==> config.mk <==
export PLATFORM = sky130hd
export DESIGN_NAME = uart_tx_packetizer
export DESIGN_NICKNAME = d
export VERILOG_FILES = /design/src/rtl/uart_pkt_pkg.sv /design/src/rtl/uart_pkt_byte_sel.sv /design/src/rtl/uart_tx_packetizer.sv
export SDC_FILE = /design/constraint.sdc
export NUM_CORES = 1
export LEC_CHECK = 0
export CAP_MARGIN = 30
export CORE_MARGIN = 3
export CORE_UTILIZATION = 52
export DETAILED_ROUTE_END_ITERATION = 12
export GPL_TIMING_DRIVEN = 1
export PLACE_DENSITY = 0.83
export SYNTH_ARGS = -nofsm -noshare
export SYNTH_HDL_FRONTEND = slang
export SYNTH_HIERARCHICAL = 1
export SYNTH_SLANG_ARGS = --single-unit
export TNS_END_PERCENT = 50
==> constraint.sdc <==
create_clock -name i_Clk -period 2.4 [get_ports i_Clk]
set_clock_uncertainty 0.2 [all_clocks]
set_input_delay 0.24 -clock i_Clk [delete_from_list [all_inputs] [get_ports i_Clk]]
set_output_delay 0.24 -clock i_Clk [all_outputs]
set_load 0.02 [all_outputs]
==> src/rtl/uart_pkt_pkg.sv <==
// Shared types and constants for the UART packetizer.
// Build option PKT_CHECKSUM_EN adds an XOR checksum byte ahead of the trailer.
package uart_pkt_pkg;

    typedef enum logic [2:0] {
        ST_IDLE      = 3'd0,
        ST_LATCH     = 3'd1,
        ST_LOAD      = 3'd2,
        ST_STROBE    = 3'd3,
        ST_GAP       = 3'd4,
        ST_WAIT_DONE = 3'd5
    } pkt_state_t;

    localparam logic [7:0] DEF_HEADER  = 8'hBB;
    localparam logic [7:0] DEF_TRAILER = 8'hAA;

`ifdef PKT_CHECKSUM_EN
    localparam bit CKS_EN = 1'b1;
`else
    localparam bit CKS_EN = 1'b0;
`endif

    // Header + payload + optional checksum + trailer.
    function automatic int pkt_len(input int num_ch, input int data_bytes, input bit cks);
        return num_ch * data_bytes + 2 + (cks ? 1 : 0);
    endfunction

endpackage

==> src/rtl/uart_pkt_byte_sel.sv <==
// Combinational packet-byte lookup: maps a byte index to header, payload, checksum or trailer.
// The checksum input exists only when PKT_CHECKSUM_EN is defined.
module uart_pkt_byte_sel
    import uart_pkt_pkg::*;
#(
    parameter int         NUM_CH     = 1,
    parameter int         DATA_BYTES = 6,
    parameter logic [7:0] HEADER     = DEF_HEADER,
    parameter logic [7:0] TRAILER    = DEF_TRAILER,
    parameter int         IDX_W      = 4
) (
    input  logic [NUM_CH*DATA_BYTES*8-1:0] snapshot,
    input  logic [IDX_W-1:0]               idx,
`ifdef PKT_CHECKSUM_EN
    input  logic [7:0]                     checksum,
`endif
    output logic [7:0]                     pkt_byte
);

    localparam int NB = NUM_CH * DATA_BYTES;

    // Payload byte b sits at index b+1; channels are contiguous, LSB first.
    always_comb begin
        pkt_byte = TRAILER;
        if (idx == '0) begin
            pkt_byte = HEADER;
        end
        for (int b = 0; b < NB; b++) begin
            if (idx == IDX_W'(b + 1)) begin
                pkt_byte = snapshot[b*8 +: 8];
            end
        end
`ifdef PKT_CHECKSUM_EN
        if (idx == IDX_W'(NB + 1)) begin
            pkt_byte = checksum;
        end
`endif
    end

endmodule

==> src/rtl/uart_tx_packetizer.sv <==
// Snapshots a multi-channel data vector and streams it as a framed packet to a byte UART.
// Build option PKT_CHECKSUM_EN inserts an XOR-of-payload checksum byte before the trailer.
module uart_tx_packetizer
    import uart_pkt_pkg::*;
#(
    parameter int         DATA_BYTES = 6,
    parameter int         NUM_CH     = 1,
    parameter logic [7:0] HEADER     = DEF_HEADER,
    parameter logic [7:0] TRAILER    = DEF_TRAILER,
    parameter int         FREE_RUN   = 1
) (
    input  logic                           i_Clk,
    input  logic                           i_Rst,
    input  logic                           i_Start,
    input  logic [NUM_CH*DATA_BYTES*8-1:0] i_Data,
    input  logic                           i_TX_Active,
    output logic                           o_TX_DV,
    output logic [7:0]                     o_TX_Byte,
    output logic                           o_Busy,
    output logic                           o_Pkt_Done
);

    localparam int NB    = NUM_CH * DATA_BYTES;
    localparam int PKT_L = pkt_len(NUM_CH, DATA_BYTES, CKS_EN);
    localparam int IDX_W = $clog2(PKT_L + 1);
    localparam logic [IDX_W-1:0] LAST_IDX = IDX_W'(PKT_L - 1);

    pkt_state_t           state;
    logic [IDX_W-1:0]     idx;
    logic [NB*8-1:0]      snapshot;
    logic                 pending;
    logic                 tx_dv;
    logic [7:0]           tx_byte;
    logic                 busy;
    logic                 pkt_done;
    logic [7:0]           sel_byte;

`ifdef PKT_CHECKSUM_EN
    logic [7:0]           checksum;
    logic [7:0]           data_xor;

    // Same value the snapshot receives in LATCH, so checksum and payload stay coherent.
    always_comb begin
        data_xor = '0;
        for (int b = 0; b < NB; b++) begin
            data_xor = data_xor ^ i_Data[b*8 +: 8];
        end
    end
`endif

    uart_pkt_byte_sel #(
        .NUM_CH     (NUM_CH),
        .DATA_BYTES (DATA_BYTES),
        .HEADER     (HEADER),
        .TRAILER    (TRAILER),
        .IDX_W      (IDX_W)
    ) u_byte_sel (
        .snapshot (snapshot),
        .idx      (idx),
`ifdef PKT_CHECKSUM_EN
        .checksum (checksum),
`endif
        .pkt_byte (sel_byte)
    );

    always_ff @(posedge i_Clk or posedge i_Rst) begin
        if (i_Rst) begin
            state    <= ST_IDLE;
            idx      <= '0;
            snapshot <= '0;
            pending  <= 1'b0;
            tx_dv    <= 1'b0;
            tx_byte  <= '0;
            busy     <= 1'b0;
            pkt_done <= 1'b0;
`ifdef PKT_CHECKSUM_EN
            checksum <= '0;
`endif
        end else begin
            tx_dv    <= 1'b0;
            pkt_done <= 1'b0;
            // One queued request at most; LATCH consumes it and ignores a same-cycle start.
            if (state != ST_LATCH && i_Start) begin
                pending <= 1'b1;
            end

            case (state)
                ST_IDLE: begin
                    if (!i_TX_Active && ((FREE_RUN != 0) || pending)) begin
                        state <= ST_LATCH;
                        busy  <= 1'b1;
                    end else begin
                        busy  <= 1'b0;
                    end
                end
                ST_LATCH: begin
                    snapshot <= i_Data;
                    idx      <= '0;
                    pending  <= 1'b0;
`ifdef PKT_CHECKSUM_EN
                    checksum <= data_xor;
`endif
                    state    <= ST_LOAD;
                end
                ST_LOAD: begin
                    tx_byte <= sel_byte;
                    tx_dv   <= 1'b1;
                    state   <= ST_STROBE;
                end
                ST_STROBE: begin
                    state <= ST_GAP;
                end
                // GAP lets the UART raise i_TX_Active before it is sampled.
                ST_GAP: begin
                    state <= ST_WAIT_DONE;
                end
                ST_WAIT_DONE: begin
                    if (!i_TX_Active) begin
                        if (idx == LAST_IDX) begin
                            pkt_done <= 1'b1;
                            idx      <= '0;
                            busy     <= 1'b0;
                            state    <= ST_IDLE;
                        end else begin
                            idx   <= idx + IDX_W'(1);
                            state <= ST_LOAD;
                        end
                    end
                end
                default: begin
                    state <= ST_IDLE;
                    idx   <= '0;
                    busy  <= 1'b0;
                end
            endcase
        end
    end

    assign o_TX_DV    = tx_dv;
    assign o_TX_Byte  = tx_byte;
    assign o_Busy     = busy;
    assign o_Pkt_Done = pkt_done;

endmodule

==> summary.md <==
| Metric | Value |
|---|---|
| Status | `completed` |
| RSZ-0062 raised after global routing | `false` |
| R2R setup slack | `0.30 ns` |
| F_max | `477.1 MHz` |
| HP Class | `primary input to async pin` |
| Crit path kind | `flop to flop` |
| Via Count | `2,322` |
| Sequential area share after synthesis | `51.48%` |
| Mapped cell area | `3208 µm²` |
| Crit path to | `o_TX_Byte[4]` |
| Pre-CTS setup slack | `0.3595 ns` |
| Synth warnings | `6` |
| DR DRC count | `0` |
| Post-cts resize count | `0` |
| Critical path startpoint | `idx[0]` |
| Post-Syn Nets | `311` |
| Post-CTS setup buffer count | `0` |
| CP Capture Type | `flop` |
| Nets@finish | `~380` |
| Avg Vias per Cell | `slightly below 6` |
| ANT cells | `0` |
| Core area | `5743 µm²` |
| Total power divided by cell area | `~1100 nW/µm²` |
| Num CTS Buffers | `9` |
| Most frequent cells in the layout | `66 x dfrtp_1, 61 x clkdlybuf4s50_1, 58 x mux2_2` |
| Synth Register Bits | `66` |
| VDD IR max | `0.0006863 V` |
| Total power | `4490 µW` |
| Post-synthesis async set-or-reset flop share | `100.0%` |
| EDFF count, synth | `0` |
| Layout Area Growth over Synthesis | `27.57%` |
| Max_slew headroom | `62.04%` |
| Setup_tns | `0 ns` |
| Fin. Hold Viols | `0` |
| Drt first pass iters | `4` |
| Ys flop type | `dfrtp_1` |
| Initial Util | `55.86%` |
| Worst Path Max Fanout | `17` |
| Row count | `27` |
| Tot GR Track Use | `approximately a fifth` |
| Routability cong. | `0.8139` |
| Max-slew violations | `0` |
| # port buffers | `61` |
| Initial antenna violation count | `0` |
| First-pass GRT wire length | `approximately 11 mm` |
| DR WL/cell | `16.98 µm` |
| Share of cells above drive strength 1 | `~28%` |
| CTS sink cnt | `66` |
| Grt ovf | `0` |
| Critical path startpoint category | `flop` |
| Reg-to-Reg Start | `idx[0]` |
| Pin count of the biggest net entering global routing | `36` |
| Setup violators final | `0` |
| Vias in the first global route | `2,350` |
| # hold bufs at CTS | `0` |
| Detailed Route WL | `6.827 mm` |
| Post-synthesis cell type count | `48` |
| CP arrival | `2.12 ns` |
| Die Y | `84.55 µm` |
| Clock latency on the worst-skew pair | `0.34 ns` |
| I/O pins | `63` |
| Reg2Reg Depth | `5` |
| Htree depth | `3` |
| Reg2reg end | `o_TX_Byte[4]` |
| Mapped Cells | `about 260` |
| Die W | `between 80 and 90 µm` |
| Avg Inst Size Synth | `12.43 µm²` |
| DR iter-0 viols | `about 150` |
| Critical Path RT | `2.43 ns` |
| Static Leak | `0.001677 µW` |
| CTS tree | `done` |
| PnR worst setup slack | `between 0.3 and 0.4 ns` |
| Detail Route Antenna Nets | `0` |
| Post-DP HPWL | `5.025 mm` |
| Commonest non-fill, non-tap cell in the layout | `dfrtp_1` |
| Final worst-path cycle share | `87.34%` |
| Die ar. | `7148 µm²` |
| Worst-case clock buffer depth | `2` |
| Maxcap violations | `0` |
| Worst Tran Pin Value | `roughly 0.57 ns` |
| Tmin final | `2.096 ns` |
| CTS root buf | `clkbuf_8` |
| Worst-path clk slew | `0.07 ns` |
[synthesized netlist by cell type (5+ instances only)]
library cell,number,area share (%)
nand3_1,5,0.78
buf_4,5,1.2
buf_2,6,0.94
inv_1,10,1.2
a21oi_1,5,0.78
nor2b_1,5,0.98
mux2_2,58,20
nand2_1,5,0.59
dfrtp_1,66,51
nand2b_1,13,2.5
o22ai_1,5,0.98
o21ai_0,6,0.94
[power by group]
group          total [µW]  leakage, µW  internal, µW  switching [µW]
Combinational        1650     0.000805           973             681
Clock                 848    0.0000924           430             418
Sequential           1990     0.000780          1620             366
Total                4490      0.00168          3020            1470
[sequential cells by signal, summed over array words and instances, names as in the netlist]
register	cells
o_Pkt_Done	1
snapshot	48
state	3
o_Busy	1
o_TX_DV	1
idx	4
o_TX_Byte	8
[cell type report]
type	instances	area, µm²
multi-input combinational	164	1403
clock inverter	4	26.28
fill	426	1650
tap	72	90.09
clock buffer	12	155.1
timing repair buffer	73	725.7
inverter	11	41.29
sequential	66	1652
[logic make-up after synthesis]
group	share of synthesized area [%]
AOI/OAI and AO/OA	11.27
and+or+nand+nor	10.22
buffers and inverters	5.031
adders and majority gates	0.3900
muxes	21.61
DFF	51.48
[how the worst min path moves through the flow]
stage | startpoint | end | slack, ns | cells after the start
global route | i_Rst | snapshot[6] | 0.11 | 2
floorplan | i_Data[33] | snapshot[33] | 0.19 | 1
finish | i_Rst | o_TX_DV | 0.07 | 2
CTS | i_Rst | snapshot[14] | 0.07 | 2
detailed placement | snapshot[13] | snapshot[13] | 0.29 | 1
global placement | snapshot[13] | snapshot[13] | 0.28 | 1
[stage by stage]
stage	hold slack [ns]	utilization (%)	area (µm²)	cells
6_report	0.06776	71.26	4093	402
5_1_grt	0.1074	71.26	4093	402
4_1_cts	0.07197	71.26	4093	402
3_5_place_dp	0.2887	68.10	3911	386
3_3_place_gp	0.2845	68.10	3911	386
2_1_floorplan	0.1916	-	3208	258
[worst max-delay path, stage by stage, from the launching register on]
cell and delay [ns]:
dfrtp_1 0.66, buf_4 0.26, nor2b_1 0.28, a221oi_1 0.15
a2bb2oi_1 0.16, mux2_2 0.27
[per-layer routing]
metal | wire length, µm | vias to the layer above | track usage, %
met5 | 0 | - | 0
met4 | 126 | 0 | 7.050
met3 | 384 | 11 | 6.084
met2 | 3494 | 68 | 34.38
met1 | 2822 | 1157 | 24.27
li1 | - | 1086 | -
No activity file was read; power rests on OpenSTA's default activity.
